<file path="config.mk">
export PLATFORM = sky130hd
export DESIGN_NAME = dds_sweep_controller
export DESIGN_NICKNAME = d
export VERILOG_FILES = /design/src/rtl/dds_pkg.sv /design/src/rtl/dds_dwell_timer.sv /design/src/rtl/dds_sweep_controller.sv
export SDC_FILE = /design/constraint.sdc
export NUM_CORES = 1
export LEC_CHECK = 0
export ABC_AREA = 1
export CAP_MARGIN = 20
export CORE_MARGIN = 2
export CORE_UTILIZATION = 49
export CTS_CLUSTER_DIAMETER = 50
export DETAILED_ROUTE_END_ITERATION = 10
export HOLD_SLACK_MARGIN = 0.06
export PLACE_DENSITY = 0.72
export SYNTH_ARGS = -nofsm -noshare
export SYNTH_HDL_FRONTEND = slang
export SYNTH_HIERARCHICAL = 1
export SYNTH_SLANG_ARGS = --single-unit
</file>
<file path="constraint.sdc">
create_clock -name CLK -period 7.55 [get_ports CLK]
set_input_delay 2.265 -clock CLK [delete_from_list [all_inputs] [get_ports CLK]]
set_output_delay 2.265 -clock CLK [all_outputs]
set_load 0.01 [all_outputs]
</file>
<file path="src/rtl/dds_pkg.sv">
// Shared constants, state encoding and clamp helpers for the DDS sweep.
// DDS_SWEEP_TRIANGLE_EN adds the down-ramp helper and the low-bound field.
package dds_pkg;

  localparam int KW_WIDTH    = 12;
  localparam int DWELL_WIDTH = 24;

  localparam logic [KW_WIDTH-1:0] KW_RESET = KW_WIDTH'(5);

  typedef logic [KW_WIDTH-1:0] kw_t;

  typedef enum logic [1:0] {
    ST_IDLE  = 2'd0,
    ST_DWELL = 2'd1,
    ST_STEP  = 2'd2,
    ST_DONE  = 2'd3
  } state_t;

  typedef struct packed {
`ifdef DDS_SWEEP_TRIANGLE_EN
    kw_t lo;
`endif
    kw_t hi;
    kw_t step;
  } cfg_t;

  // Extra carry bit so a wrap past all-ones still clamps to hi.
  function automatic kw_t clamp_up(
    input kw_t kw,
    input kw_t step,
    input kw_t hi
  );
    logic [KW_WIDTH:0] s;
    s = {1'b0, kw} + {1'b0, step};
    return (s > {1'b0, hi}) ? hi : s[KW_WIDTH-1:0];
  endfunction

`ifdef DDS_SWEEP_TRIANGLE_EN
  function automatic kw_t clamp_dn(
    input kw_t kw,
    input kw_t step,
    input kw_t lo
  );
    logic [KW_WIDTH:0] d;
    d = {1'b0, kw} - {1'b0, step};
    if (d[KW_WIDTH] || (d[KW_WIDTH-1:0] < lo))
      return lo;
    return d[KW_WIDTH-1:0];
  endfunction
`endif

endpackage

</file>
<file path="src/rtl/dds_dwell_timer.sv">
// Dwell counter: loadable period, clear, and a terminal count that
// fires one cycle early so the step cycle lands inside the period.
module dds_dwell_timer
  import dds_pkg::*;
(
  input  logic                   CLK,
  input  logic                   Rstn,
  input  logic                   Load,
  input  logic [DWELL_WIDTH-1:0] Period,
  input  logic                   Clr,
  input  logic                   En,
  output logic                   Tc,
  output logic                   Short
);

  logic [DWELL_WIDTH-1:0] per_q;
  logic [DWELL_WIDTH-1:0] cnt_q;

  always_ff @(posedge CLK) begin
    if (!Rstn) begin
      per_q <= '0;
      cnt_q <= '0;
    end else begin
      if (Load)
        per_q <= Period;
      if (Clr)
        cnt_q <= '0;
      else if (En)
        cnt_q <= cnt_q + DWELL_WIDTH'(1);
    end
  end

  assign Short = (per_q[DWELL_WIDTH-1:1] == '0);
  assign Tc    = (cnt_q == per_q - DWELL_WIDTH'(2));

endmodule

</file>
<file path="src/rtl/dds_sweep_controller.sv">
// Timed linear KW sweep for the DDS accumulator, all outputs registered.
// DDS_SWEEP_TRIANGLE_EN: bounce between Min and Max until stopped.
module dds_sweep_controller
  import dds_pkg::*;
(
  input  logic                   CLK,
  input  logic                   Rstn,
  input  logic                   Start_Sig,
  input  logic                   Stop_Sig,
  input  logic [KW_WIDTH-1:0]    KW_Min,
  input  logic [KW_WIDTH-1:0]    KW_Max,
  input  logic [KW_WIDTH-1:0]    KW_Step,
  input  logic [DWELL_WIDTH-1:0] Dwell,
  output logic [KW_WIDTH-1:0]    KW,
  output logic                   KW_Update,
  output logic                   Busy,
  output logic                   Done_Sig,
  output logic                   Err_Sig
);

  state_t state_q, state_d;
  cfg_t   cfg_q, cfg_d;
  kw_t    kw_d;
  logic   upd_d, busy_d, done_d, err_d;
  logic   t_load, t_clr, t_en, t_tc, t_short;
  logic   start_ok, short_in;

  assign start_ok = (KW_Min <= KW_Max) && (KW_Step != '0);
  assign short_in = (Dwell[DWELL_WIDTH-1:1] == '0);

`ifdef DDS_SWEEP_TRIANGLE_EN
  logic dir_q, dir_d, up_dir;

  assign up_dir = dir_q ? (KW != cfg_q.hi)
                        : (KW == cfg_q.lo);
`endif

  dds_dwell_timer u_timer (
    .CLK    (CLK),
    .Rstn   (Rstn),
    .Load   (t_load),
    .Period (Dwell),
    .Clr    (t_clr),
    .En     (t_en),
    .Tc     (t_tc),
    .Short  (t_short)
  );

  always_comb begin
    state_d = state_q;
    cfg_d   = cfg_q;
    kw_d    = KW;
    upd_d   = 1'b0;
    busy_d  = Busy;
    done_d  = 1'b0;
    err_d   = 1'b0;
    t_load  = 1'b0;
    t_clr   = 1'b0;
    t_en    = 1'b0;
`ifdef DDS_SWEEP_TRIANGLE_EN
    dir_d   = dir_q;
`endif
    unique case (state_q)
      ST_IDLE: begin
        if (Start_Sig && !Stop_Sig) begin
          if (start_ok) begin
            cfg_d.hi   = KW_Max;
            cfg_d.step = KW_Step;
`ifdef DDS_SWEEP_TRIANGLE_EN
            cfg_d.lo   = KW_Min;
            dir_d      = 1'b1;
`endif
            kw_d    = KW_Min;
            upd_d   = 1'b1;
            busy_d  = 1'b1;
            t_load  = 1'b1;
            t_clr   = 1'b1;
            state_d = short_in ? ST_STEP : ST_DWELL;
          end else begin
            err_d = 1'b1;
          end
        end
      end
      ST_DWELL: begin
        if (Stop_Sig) begin
          state_d = ST_IDLE;
          busy_d  = 1'b0;
        end else begin
          t_en = 1'b1;
          if (t_tc)
            state_d = ST_STEP;
        end
      end
      ST_STEP: begin
        if (Stop_Sig) begin
          state_d = ST_IDLE;
          busy_d  = 1'b0;
        end else begin
          t_clr   = 1'b1;
          state_d = t_short ? ST_STEP : ST_DWELL;
`ifdef DDS_SWEEP_TRIANGLE_EN
          if (cfg_q.lo != cfg_q.hi) begin
            kw_d  = up_dir
                  ? clamp_up(KW, cfg_q.step, cfg_q.hi)
                  : clamp_dn(KW, cfg_q.step, cfg_q.lo);
            upd_d = 1'b1;
            dir_d = up_dir;
          end
`else
          if (KW == cfg_q.hi) begin
            state_d = ST_DONE;
            done_d  = 1'b1;
            busy_d  = 1'b0;
          end else begin
            kw_d  = clamp_up(KW, cfg_q.step, cfg_q.hi);
            upd_d = 1'b1;
          end
`endif
        end
      end
      ST_DONE: state_d = ST_IDLE;
      default: state_d = ST_IDLE;
    endcase
  end

  always_ff @(posedge CLK) begin
    if (!Rstn) begin
      state_q   <= ST_IDLE;
      cfg_q     <= '0;
      KW        <= KW_RESET;
      KW_Update <= 1'b0;
      Busy      <= 1'b0;
      Done_Sig  <= 1'b0;
      Err_Sig   <= 1'b0;
    end else begin
      state_q   <= state_d;
      cfg_q     <= cfg_d;
      KW        <= kw_d;
      KW_Update <= upd_d;
      Busy      <= busy_d;
      Done_Sig  <= done_d;
      Err_Sig   <= err_d;
    end
  end

`ifdef DDS_SWEEP_TRIANGLE_EN
  always_ff @(posedge CLK) begin
    if (!Rstn)
      dir_q <= 1'b1;
    else
      dir_q <= dir_d;
  end
`endif

endmodule

</file>
==> results by group <==
Logic synthesis
  • Ys flop type: dfxtp_1
  • Syn Area/Cell: ~6.4 µm²
  • Synth Register Bits: 90
  • Largest family of logic cells by synthesized area: simple AND/OR/NAND/NOR gates
  • Post-synthesis adder-cell area fraction: 0.0804
  • Top post-synthesis cells by area: dfxtp_1 (27%), nand2_1 (14%), inv_1 (8.4%)
  • Synth cell count leaders: nand2_1 (249), inv_1 (149), nor2_1 (122)
  • Area leader, netlist: dfxtp_1
  • Post-synthesis cell type count: 42
  • Compound-cell area share of the yosys netlist: 0.122
  • Top-area cell type share of the netlist area: 0.272
  • Net Count, Synth: 1139
  • Cells after Synth: 1033
  • Mapped cell area: 6630 µm²
  • Synth Area in Simple Gates: 0.374
  • Mux contribution to synthesized area: 0
  • XOR/XNOR Fraction of Synth Area: 0.0383
  • Most common cell in the netlist: nand2_1
  • Async S/R FF share, synth: 0
  • Number of synthesized flops with an enable pin: 0
  • Seq/Total Area, Yosys: 0.272
  • YS warnings: 6

Worst setup path
  • Reg2reg start: KW[0]
  • CP Launch Type: input pin
  • Critical path peak fanout: 24
  • R2r worst-path depth: 23
  • Worst path slowest cell: clkinv_1
  • Crit-path max cell delay: 0.59 ns
  • RR Endpoint: KW[2]
  • Beginning of the critical path: KW_Max[9]
  • Crit path required time: 7.78 ns
  • Crit. End Element: flop
  • Crit-path cells: clkdlybuf4s50_1, inv_1, ha_1, nand4_1, nor2_1, nand4_1, nand2_1, nand3_1, inv_1, clkinv_1, buf_4, o21ai_0, a21oi_1
  • Critical path type: input pin to flop
  • Worst setup path end: u_timer/per_q[9]
  • Worst EP arrival: approximately 5.5 ns
  • R2r setup slk: 3.57 ns

Final layout
  • N_diodes: 0
  • Filler cells: 1282
  • Finished Core Util: 0.590
  • Layout Nets: 1209
  • Layout cell share with drive strength beyond 1: 0.0903
  • Synth-to-Final Area Change: 17.9%
  • Fin area: around 7800 µm²

Die
  • DIE HEIGHT: 120 µm
  • Core box area: 13200 µm²
  • # IOs: 80
  • Initial core utilization: 0.501
  • # rows: between 40 and 50
  • Die width: 120 µm
  • Die area: roughly 14000 µm²

Timing
  • Max-slew headroom: 0.403
  • Worst setup margin: ~2.3 ns
  • Worst-Margin Slew: 0.896 ns
  • Final Hold Viols: 0
  • Hold WS: between 0.4 and 0.5 ns
  • Fmax: roughly 190 MHz
  • Final period util: 0.692
  • Post-route minimum period: 5.23 ns
  • Worst Skew: approximately 0.0060 ns
  • Max-slew violations: 0
  • Setup TNS: 0 ns
  • RSZ-0062 raised after global routing: no
  • Number of setup violations in the final report: 0

Routing
  • Via count: 6480
  • Wire length per cell: 13.3 µm
  • Total Routed Length: ~17 mm
  • Remaining DRCs: 0
  • Iter 0 DRT Violations: 353
  • Vias per inst: a little over 5
  • Post-DRT Antenna Nets: 0
  • First-pass DRT Iterations: 5

Global route
  • Initial antenna violation count: 0
  • Largest net degree at the start of global routing: 54
  • First-pass GRT wire length: 28.4 mm
  • Total grt overflow: 0
  • Vias in the first global route: 6101
  • Total global-route track usage: 0.244

Job
  • Max_cap viols: 0

Clock tree
  • Reg clk slew, reported paths: 0.07 ns
  • CTS Buf Count: 9
  • CTS hold repair buffers: 0
  • Max Buffers Root-to-Sink: 2
  • CTS H-tree depth: 3
  • Cts repair resizes: 0
  • Clock Sinks: 90
  • CTS tree: built
  • Worst skew pair latency: 0.35 ns
  • CTS Root Cell: clkbuf_16
  • # Post-CTS Setup Buffers: 0

Pwr
  • Leakage power: 0.00366 µW
  • Pwr Density: 333 nW/µm²
  • Worst VDD drop: 198 µV

Hold path
  • Hold_sp: cfg_q[0]
  • Hold Crit Class: flop to flop

Placement
  • Detail Placement HPWL: ~14 mm
  • Placement Setup Slack: 1.98 ns
  • Placed Area: 7520 µm²
  • Final GP Congestion: between 0.8 and 0.9
  • PortBufs: 79

Status
  • Status: complete, no violations
[power breakdown]
part           switching [µW]  internal (µW)
combinational             955            556
clock                     191            258
sequential               87.4            553
total                    1230           1370
[cell type report]
cell class / instances / area (µm²) / share of cell area
clock inverters: 4 / 51.3 / 0.00657
well taps: 176 / 220 / 0.0282
repair buffers: 83 / 816 / 0.104
clock buffers: 12 / 236 / 0.0303
multi-input cells: 757 / 4080 / 0.522
inverters: 162 / 608 / 0.0778
flip-flops and latches: 90 / 1800 / 0.231
[kinds of logic (layout without fill, tap and decap cells)]
logic type,after synthesis,count (layout)
AOI/OAI and AO/OA,147,147
xor gates and xnor gates,29,29
adders and majority gates,42,42
buffers and inverters,186,261
DFF,90,90
and+or+nand+nor,539,539
[per-layer routing]
layer / wire length (µm) / up-vias / part of all wire / GRT usage
li1: - / 3442 / - / -
met1: 7820 / 2880 / 0.46 / 0.305
met2: 8210 / 137 / 0.48 / 0.434
met3: 625 / 21 / 0.037 / 0.0288
met4: 359 / 0 / 0.021 / 0.0821
met5: 0 / - / 0 / 0
[worst min path at each step]
| stage | end | slack [ns] | depth (start not counted) |
|---|---|---|---|
| after CTS | cfg_q[0] | 0.48 | 2 |
| final | cfg_q[0] | 0.48 | 2 |
| after floorplan | cfg_q[0] | 0.45 | 2 |
| after global placement | cfg_q[0] | 0.46 | 2 |
| after detailed placement | cfg_q[9] | 0.47 | 2 |
| after global routing | cfg_q[0] | 0.49 | 2 |
[stage by stage]
step                      power, µW  instances
after CTS                      2610       1284
final                          2600       1284
after floorplan                1840       1033
after global placement         2130       1268
after detailed placement       2150       1268
after global routing           2830       1284
[layout by cell type (no fill, tap or decap), types with 2 or more instances in the layout]
cell type / count
a21o_1: 2
a21oi_1: 73
a21oi_2: 10
buf_4: 4
clkbuf_1: 3
clkbuf_16: 9
clkdlybuf4s50_1: 78
clkinv_1: 2
dfxtp_1: 90
ha_1: 41
inv_1: 149
inv_2: 11
nand2_1: 249
nand2_2: 19
nand2_4: 2
nand3_1: 60
nand3_2: 13
nand3_4: 2
nand3b_1: 6
nand4_1: 14
nor2_1: 122
nor2_2: 15
nor2_4: 3
nor3_1: 15
nor3_2: 2
nor3b_2: 2
nor4_1: 11
o21a_1: 2
o21ai_0: 50
o21ai_1: 2
o21bai_1: 4
xnor2_1: 16
xor2_1: 13
[flip-flops by register name (all words and copies together) (netlist names)]
name,cells
state_q,2
KW,12
KW_Update,1
u_timer/per_q,24
cfg_q,24
Err_Sig,1
Busy,1
Done_Sig,1
u_timer/cnt_q,24
[worst max-delay path, delay by kind of cell]
family / cells / cell delay [ns]
buffers and inverters: 5 / 2.02
AO/OA/AOI/OAI: 2 / 0.27
adder cells (fa/ha/maj): 1 / 0.28
AND/OR/NAND/NOR: 5 / 0.60
No activity file was read; power rests on OpenSTA's default activity.
